--- src/rtl/mips_pkg.sv ---
// Shared definitions for the MIPS-style pipeline blocks.
//   - aluc_e      : ALU control codes driven on EALUC
//   - ALUC_BUBBLE : op driven by an empty slot (ADD, with no side effects)
//   - REG_ZERO    : index of the hard-wired zero register
//   - *_DEF       : default datapath, register-index and ALU-control widths
package mips_pkg;

  localparam int DW_DEF = 32;
  localparam int RW_DEF = 5;
  localparam int CW_DEF = 4;

  typedef enum logic [3:0] {
    ALUC_AND  = 4'b0000,
    ALUC_OR   = 4'b0001,
    ALUC_ADD  = 4'b0010,
    ALUC_ADDU = 4'b0011,
    ALUC_JAL  = 4'b0100,
    ALUC_SLTU = 4'b0101,
    ALUC_SUB  = 4'b0110,
    ALUC_SLT  = 4'b0111,
    ALUC_SLL  = 4'b1000,
    ALUC_SRL  = 4'b1001,
    ALUC_NOR  = 4'b1010,
    ALUC_XOR  = 4'b1100,
    ALUC_SUBU = 4'b1110,
    ALUC_LUI  = 4'b1111
  } aluc_e;

  localparam aluc_e ALUC_BUBBLE = ALUC_ADD;
  localparam logic [RW_DEF-1:0] REG_ZERO = '0;

endpackage

--- src/rtl/fwd_mux.sv ---
// EX-stage operand forwarding for one source register.
//   src_idx              : source register index held in ID/EX
//   reg_val              : register-file value captured with it
//   mem_regwrite/dst/alu : EX/MEM writeback (newest, wins)
//   wb_regwrite/dst/data : MEM/WB writeback
//   fwd_val              : operand presented to EX
// r0 is never forwarded: it always reads its captured value.
module fwd_mux #(
  parameter int DW = 32,
  parameter int RW = 5
) (
  input  logic [RW-1:0] src_idx,
  input  logic [DW-1:0] reg_val,
  input  logic          mem_regwrite,
  input  logic [RW-1:0] mem_dst,
  input  logic [DW-1:0] mem_alu,
  input  logic          wb_regwrite,
  input  logic [RW-1:0] wb_dst,
  input  logic [DW-1:0] wb_data,
  output logic [DW-1:0] fwd_val
);

  always_comb begin
    fwd_val = reg_val;
    if (src_idx != '0) begin
      if (mem_regwrite && (mem_dst == src_idx)) begin
        fwd_val = mem_alu;
      end else if (wb_regwrite && (wb_dst == src_idx)) begin
        fwd_val = wb_data;
      end
    end
  end

endmodule

--- src/rtl/id_ex_stage.sv ---
// ID/EX pipeline register feeding the EX-stage ALU.
//   clk, rst         : clock and synchronous active-high reset
//   id_*             : decoded instruction from ID
//   flush, hold      : kill the entering instruction / freeze ID/EX
//   mem_*, wb_*      : EX/MEM and MEM/WB writeback for forwarding
//   EALUC, EXA, EXB  : ALU control and operands
//   ex_store_data    : forwarded rt for stores
//   ex_dst, ex_valid, ex_memread, ex_memwrite, ex_regwrite : registered control
//   stall            : load-use hazard, freeze PC and IF/ID
module id_ex_stage
  import mips_pkg::*;
#(
  parameter int DW = DW_DEF,
  parameter int RW = RW_DEF,
  parameter int CW = CW_DEF
) (
  input  logic          clk,
  input  logic          rst,
  input  logic          id_valid,
  input  logic [CW-1:0] id_aluc,
  input  logic [RW-1:0] id_rs,
  input  logic [RW-1:0] id_rt,
  input  logic [RW-1:0] id_dst,
  input  logic [DW-1:0] id_rs_val,
  input  logic [DW-1:0] id_rt_val,
  input  logic [DW-1:0] id_imm,
  input  logic          id_alusrc,
  input  logic          id_memread,
  input  logic          id_memwrite,
  input  logic          id_regwrite,
  input  logic          flush,
  input  logic          hold,
  input  logic          mem_regwrite,
  input  logic [RW-1:0] mem_dst,
  input  logic [DW-1:0] mem_alu,
  input  logic          wb_regwrite,
  input  logic [RW-1:0] wb_dst,
  input  logic [DW-1:0] wb_data,
  output logic [CW-1:0] EALUC,
  output logic [DW-1:0] EXA,
  output logic [DW-1:0] EXB,
  output logic [DW-1:0] ex_store_data,
  output logic [RW-1:0] ex_dst,
  output logic          ex_valid,
  output logic          ex_memread,
  output logic          ex_memwrite,
  output logic          ex_regwrite,
  output logic          stall
);

  localparam logic [CW-1:0] AlucBubble = CW'(ALUC_BUBBLE);

  logic          valid_q,    valid_d;
  logic [CW-1:0] aluc_q,     aluc_d;
  logic [RW-1:0] rs_q,       rs_d;
  logic [RW-1:0] rt_q,       rt_d;
  logic [RW-1:0] dst_q,      dst_d;
  logic [DW-1:0] rs_val_q,   rs_val_d;
  logic [DW-1:0] rt_val_q,   rt_val_d;
  logic [DW-1:0] imm_q,      imm_d;
  logic          alusrc_q,   alusrc_d;
  logic          memread_q,  memread_d;
  logic          memwrite_q, memwrite_d;
  logic          regwrite_q, regwrite_d;

  logic          id_uses_rt;
  logic          load_use;
  logic [DW-1:0] fwd_rs;
  logic [DW-1:0] fwd_rt;

  // Stores read rt even though EXB takes the immediate.
  assign id_uses_rt = !id_alusrc || id_memwrite;

  assign load_use = valid_q && memread_q && (dst_q != '0) &&
                    ((dst_q == id_rs) || ((dst_q == id_rt) && id_uses_rt));

  // A flushed ID instruction is dead, so it cannot cause a stall.
  assign stall = id_valid && !flush && load_use;

  always_comb begin
    valid_d    = valid_q;
    aluc_d     = aluc_q;
    rs_d       = rs_q;
    rt_d       = rt_q;
    dst_d      = dst_q;
    rs_val_d   = rs_val_q;
    rt_val_d   = rt_val_q;
    imm_d      = imm_q;
    alusrc_d   = alusrc_q;
    memread_d  = memread_q;
    memwrite_d = memwrite_q;
    regwrite_d = regwrite_q;
    if (flush || (!hold && stall)) begin
      valid_d    = 1'b0;
      aluc_d     = AlucBubble;
      rs_d       = '0;
      rt_d       = '0;
      dst_d      = '0;
      rs_val_d   = '0;
      rt_val_d   = '0;
      imm_d      = '0;
      alusrc_d   = 1'b0;
      memread_d  = 1'b0;
      memwrite_d = 1'b0;
      regwrite_d = 1'b0;
    end else if (!hold) begin
      valid_d    = id_valid;
      aluc_d     = id_aluc;
      rs_d       = id_rs;
      rt_d       = id_rt;
      dst_d      = id_dst;
      rs_val_d   = id_rs_val;
      rt_val_d   = id_rt_val;
      imm_d      = id_imm;
      alusrc_d   = id_alusrc;
      memread_d  = id_memread  && id_valid;
      memwrite_d = id_memwrite && id_valid;
      regwrite_d = id_regwrite && id_valid;
    end
  end

  always_ff @(posedge clk) begin
    if (rst) begin
      valid_q    <= 1'b0;
      aluc_q     <= AlucBubble;
      rs_q       <= '0;
      rt_q       <= '0;
      dst_q      <= '0;
      rs_val_q   <= '0;
      rt_val_q   <= '0;
      imm_q      <= '0;
      alusrc_q   <= 1'b0;
      memread_q  <= 1'b0;
      memwrite_q <= 1'b0;
      regwrite_q <= 1'b0;
    end else begin
      valid_q    <= valid_d;
      aluc_q     <= aluc_d;
      rs_q       <= rs_d;
      rt_q       <= rt_d;
      dst_q      <= dst_d;
      rs_val_q   <= rs_val_d;
      rt_val_q   <= rt_val_d;
      imm_q      <= imm_d;
      alusrc_q   <= alusrc_d;
      memread_q  <= memread_d;
      memwrite_q <= memwrite_d;
      regwrite_q <= regwrite_d;
    end
  end

  fwd_mux #(.DW(DW), .RW(RW)) u_fwd_rs (
    .src_idx      (rs_q),
    .reg_val      (rs_val_q),
    .mem_regwrite (mem_regwrite),
    .mem_dst      (mem_dst),
    .mem_alu      (mem_alu),
    .wb_regwrite  (wb_regwrite),
    .wb_dst       (wb_dst),
    .wb_data      (wb_data),
    .fwd_val      (fwd_rs)
  );

  fwd_mux #(.DW(DW), .RW(RW)) u_fwd_rt (
    .src_idx      (rt_q),
    .reg_val      (rt_val_q),
    .mem_regwrite (mem_regwrite),
    .mem_dst      (mem_dst),
    .mem_alu      (mem_alu),
    .wb_regwrite  (wb_regwrite),
    .wb_dst       (wb_dst),
    .wb_data      (wb_data),
    .fwd_val      (fwd_rt)
  );

  assign EALUC         = aluc_q;
  assign EXA           = fwd_rs;
  assign EXB           = alusrc_q ? imm_q : fwd_rt;
  assign ex_store_data = fwd_rt;
  assign ex_dst        = dst_q;
  assign ex_valid      = valid_q;
  assign ex_memread    = memread_q;
  assign ex_memwrite   = memwrite_q;
  assign ex_regwrite   = regwrite_q;

endmodule

--- config.mk ---
export PLATFORM = sky130hd
export DESIGN_NAME = id_ex_stage
export DESIGN_NICKNAME = d
export VERILOG_FILES = /design/src/rtl/mips_pkg.sv /design/src/rtl/fwd_mux.sv /design/src/rtl/id_ex_stage.sv
export SDC_FILE = /design/constraint.sdc
export NUM_CORES = 1
export LEC_CHECK = 0
export CORE_ASPECT_RATIO = 1.4
export CORE_MARGIN = 2
export CORE_UTILIZATION = 39
export CTS_CLUSTER_DIAMETER = 50
export DETAILED_ROUTE_END_ITERATION = 8
export PLACE_DENSITY = 0.78
export SLEW_MARGIN = 20
export SYNTH_ARGS = -nofsm -noshare
export SYNTH_HDL_FRONTEND = slang
export SYNTH_HIERARCHICAL = 1
export SYNTH_SLANG_ARGS = --single-unit
--- constraint.sdc ---
create_clock -name clk -period 3.46 [get_ports clk]
set_clock_uncertainty 0.15 [all_clocks]
set_input_delay 1.038 -clock clk [delete_from_list [all_inputs] [get_ports clk]]
set_output_delay 1.038 -clock clk [all_outputs]
set_load 0.01 [all_outputs]
==> results.txt <==
----------------------------------------------------
[Floorplanning]
  Die width ... 119 µm
  Area of the die ... 0.0197 mm²
  FP Rows ... 59
  Area inside the core boundary ... 0.0184 mm²
  Vertical extent of the die ... 165 µm
  Io pins ... 310
  Initial Util ... 0.394

[CTS]
  Number of levels the H-tree was split into ... 4
  CTS max path bufs ... 2
  Root buf cell ... sky130_fd_sc_hd__clkbuf_16
  TritonCTS Buffers ... 17
  Hold-fix buffers at CTS ... 0
  Number of clock sinks seen by CTS ... 120
  Clock insertion delay at the later pin of the skew report ... 0.41 ns
  CTS tree ... done
  Clock slew at reported path FFs ... 0.06 ns

[Synth]
  Share of synthesized area occupied by flip-flops and latches ... 0.332
  Async set-or-reset flop fraction in the synthesized netlist ... 0
  Proportion of netlist area held by the largest area contributor ... 0.332
  Largest area contributor in the netlist ... sky130_fd_sc_hd__dfxtp_1
  Synthesized netlist cell count ... 803
  Most frequent cells after synthesis ... sky130_fd_sc_hd__dfxtp_1, sky130_fd_sc_hd__nand2_1, sky130_fd_sc_hd__a32oi_1, sky130_fd_sc_hd__o21ai_0, sky130_fd_sc_hd__clkbuf_1
  Net count of the mapped netlist ... 1003
  Average cell area after synthesis ... 9.02 µm²
  Synth Warn # ... 6
  Post-Syn Area ... 0.00725 mm²
  Ys flop type ... sky130_fd_sc_hd__dfxtp_1
  Cell types occupying the most area after synthesis ... sky130_fd_sc_hd__dfxtp_1, sky130_fd_sc_hd__a32oi_1, sky130_fd_sc_hd__a2bb2oi_2, sky130_fd_sc_hd__o21ai_0, sky130_fd_sc_hd__nand2_1
  Number of enable flip-flop cells after synthesis ... 0
  Yosys cell types ... 36
  Number of register bits inferred by synthesis ... 120

[Status]
  Result of the run ... complete, but fails checks
  Violated checks ... setup timing

[Layout]
  Final core area utilization ... 0.780
  Count of fill cells added during filler insertion ... 1071
  Layout Area Growth over Synthesis ... 97.9%
  Area of the multi-input gates ... 0.00601 mm²
  Non-filler instance count after layout ... 1445
  Fin nets ... 1384
  Fraction of layout instances using a drive strength above 1 ... 0.402
  Area of all sequential standard cells ... 0.00240 mm²

[Worst setup path]
  Standard cell with the maximum stage delay on the critical path ... sky130_fd_sc_hd__o311ai_4
  Startpoint Class ... input pin
  Crit path launch ... mem_dst[2]
  Worst setup path endpoint ... EXB[9]
  Worst-path cell chain ... buf_8 -> xnor2_2 -> nand4_1 -> buf_4 -> o311ai_4 -> buf_6 -> buf_6 -> buf_16 -> o22ai_4 -> a2bb2oi_2 -> mux2_4 -> buf_6
  Endpoint of the worst register-to-register path ... rt_val_q[9]
  Arrival time worst endpoint ... 2.93 ns
  Worst flop-to-flop path startpoint ... ex_dst[0]
  Crit-path max cell delay ... 0.27 ns
  Type of the setup path with the least slack ... input pin to primary output
  Max FO, Critical Path ... 5
  Critical Path End Type ... primary output
  Setup slack of the worst register-to-register path ... 0.54 ns
  Worst Reg2Reg Path Length in Cells ... 6
  Most used cell, CP ... sky130_fd_sc_hd__buf_6
  Data required time at the worst endpoint ... 2.27 ns

[GRT]
  Pin count of the biggest net entering global routing ... 113
  First-pass GRT wire length ... 52600 µm
  Combined global-route utilization of all metal layers ... 0.347
  Number of antenna violations at the first check in global routing ... 3
  Vias in the first global route ... 9030
  Global route total overflow ... 0

[STA]
  Final WS setup ... -0.655 ns
  Count of final setup violators ... 96
  Min Tclk post-route ... 4.11 ns
  Pins Over Slew Limit ... 0
  Endpoints failing hold ... 0
  Tightest hold margin ... 0.323 ns
  Slew at the pin closest to its max-slew limit ... 1.14 ns
  Worst rel slew slack ... 0.242
  Highest attainable clock frequency ... 0.243 GHz
  Final critical-path share of the clock period ... 1.19
  Unrepaired setup endpoints after global routing ... true

[Detailed routing]
  Number of iterations in the first detailed-routing pass ... 5
  Post-detailed-route DRC marker count ... 0
  Routed WL per cell ... 25.2 µm
  Final WL ... 36400 µm
  Total via count in the routed design ... 9099
  Antenna violation net count after detailed routing ... 0
  Mean number of vias per cell ... 6.30
  Drt initial violations ... 636

[Place]
  Routability congestion estimate ... 0.911
  Post-detail-place hpwl ... 19800 µm
  Placed Cells incl. Taps ... 1354
  Number of buffers added on ports ... 309

[Pwr]
  Cell leakage power ... 5.24 nW
  Power density over the cells ... 334 mW/mm²
  Power after layout ... 0.00479 W
  Largest vdd supply drop ... 0.292 mV

[Worst hold path]
  Path category of the worst min-delay check ... flop to flop
  Count of cells along the worst hold path ... 2
  Launch point of the worst hold path ... EALUC[0]

[Run]
  Max-cap check violation count ... 0

----------------------------------------------------
[timing repair]
action | 4_1_cts | 5_1_grt
cloned | 20 | 0
gates resized for setup | 760 | 68
pin swaps | 111 | 66
endpoints found under the setup margin | 97 | 97
setup buffers | 37 | 13
[critical path, delay by kind of cell]
kind	cells	cell delay [ns]
compound gates	3	0.53
xor+xnor	1	0.15
buf+inv	6	0.86
mux	1	0.17
simple gates	1	0.17
[routing by layer]
layer / share of wire / track usage / routed length [µm] / up-vias
met1: 0.35 / 0.368 / 12800 / 4423
li1: - / - / - / 3950
met4: 0.065 / 0.210 / 2360 / 0
met3: 0.069 / 0.0872 / 2510 / 164
met5: 0 / 0 / 0 / -
met2: 0.51 / 0.620 / 18700 / 562
[cell type report]
class / count / share of cell area
repair buffers: 457 / 0.351
diodes: 4 / 0.000698
clock buffers: 21 / 0.0328
clock inverters: 11 / 0.00689
flip-flops and latches: 120 / 0.168
multi-input cells: 584 / 0.419
well taps: 244 / 0.0213
inverters: 4 / 0.00105
[placed cells by master, fill, tap and decap left out, types with 17 or more instances in the layout]
cell	count
sky130_fd_sc_hd__clkbuf_16	17
sky130_fd_sc_hd__dfxtp_1	119
sky130_fd_sc_hd__o22ai_4	60
sky130_fd_sc_hd__buf_6	113
sky130_fd_sc_hd__a32oi_1	116
sky130_fd_sc_hd__a2bb2oi_2	19
sky130_fd_sc_hd__o21ai_1	24
sky130_fd_sc_hd__buf_4	72
sky130_fd_sc_hd__buf_12	24
sky130_fd_sc_hd__nand2_1	117
sky130_fd_sc_hd__clkdlybuf4s50_1	188
sky130_fd_sc_hd__a2bb2oi_4	43
sky130_fd_sc_hd__mux2_4	27
sky130_fd_sc_hd__o21ai_0	94
[metrics by stage]
stage | instance area, µm² | setup slack [ns] | setup TNS (ns)
floorplan | 7780 | -0.235 | -10.35
global placement | 11600 | -1.52 | -152.77
detailed placement | 11600 | -1.58 | -159.16
CTS | 14100 | -0.628 | -49.95
global route | 14300 | -0.711 | -57.46
finish | 14300 | -0.655 | -55.05
[state kept, by name, indices dropped and copies added, names as in the netlist]
name / cells
imm_q: 32
rs_val_q: 32
rt_val_q: 32
ex_dst: 5
rs_q: 5
rt_q: 5
EALUC: 4
alusrc_q: 1
ex_memread: 1
ex_memwrite: 1
ex_regwrite: 1
ex_valid: 1
[worst min-delay path by stage]
stage | to | slack (ns)
2_1_floorplan | rs_val_q[30] | 0.28
3_5_place_dp | imm_q[6] | 0.30
6_report | EALUC[0] | 0.32
3_3_place_gp | imm_q[3] | 0.29
4_1_cts | imm_q[3] | 0.32
5_1_grt | imm_q[24] | 0.35
[power by group]
part           switching, W  internal, W  total (W)
combinational      0.000676     0.000821    0.00150
sequential        0.0000868      0.00147    0.00156
clock              0.000693      0.00104    0.00174
total               0.00146      0.00334    0.00479
[cells by family (layout without fill, tap and decap cells)]
family / count (synthesis) / in the layout / share of synthesized area
AO/OA/AOI/OAI: 375 / 375 / 0.425
XOR/XNOR: 30 / 30 / 0.0363
buffers and inverters: 99 / 493 / 0.0713
flip-flops: 120 / 120 / 0.332
multiplexers: 32 / 32 / 0.0497
other: 0 / 4 / 0
AND/OR/NAND/NOR: 147 / 147 / 0.0858
Note: power is estimated with default switching activity, not from simulation.
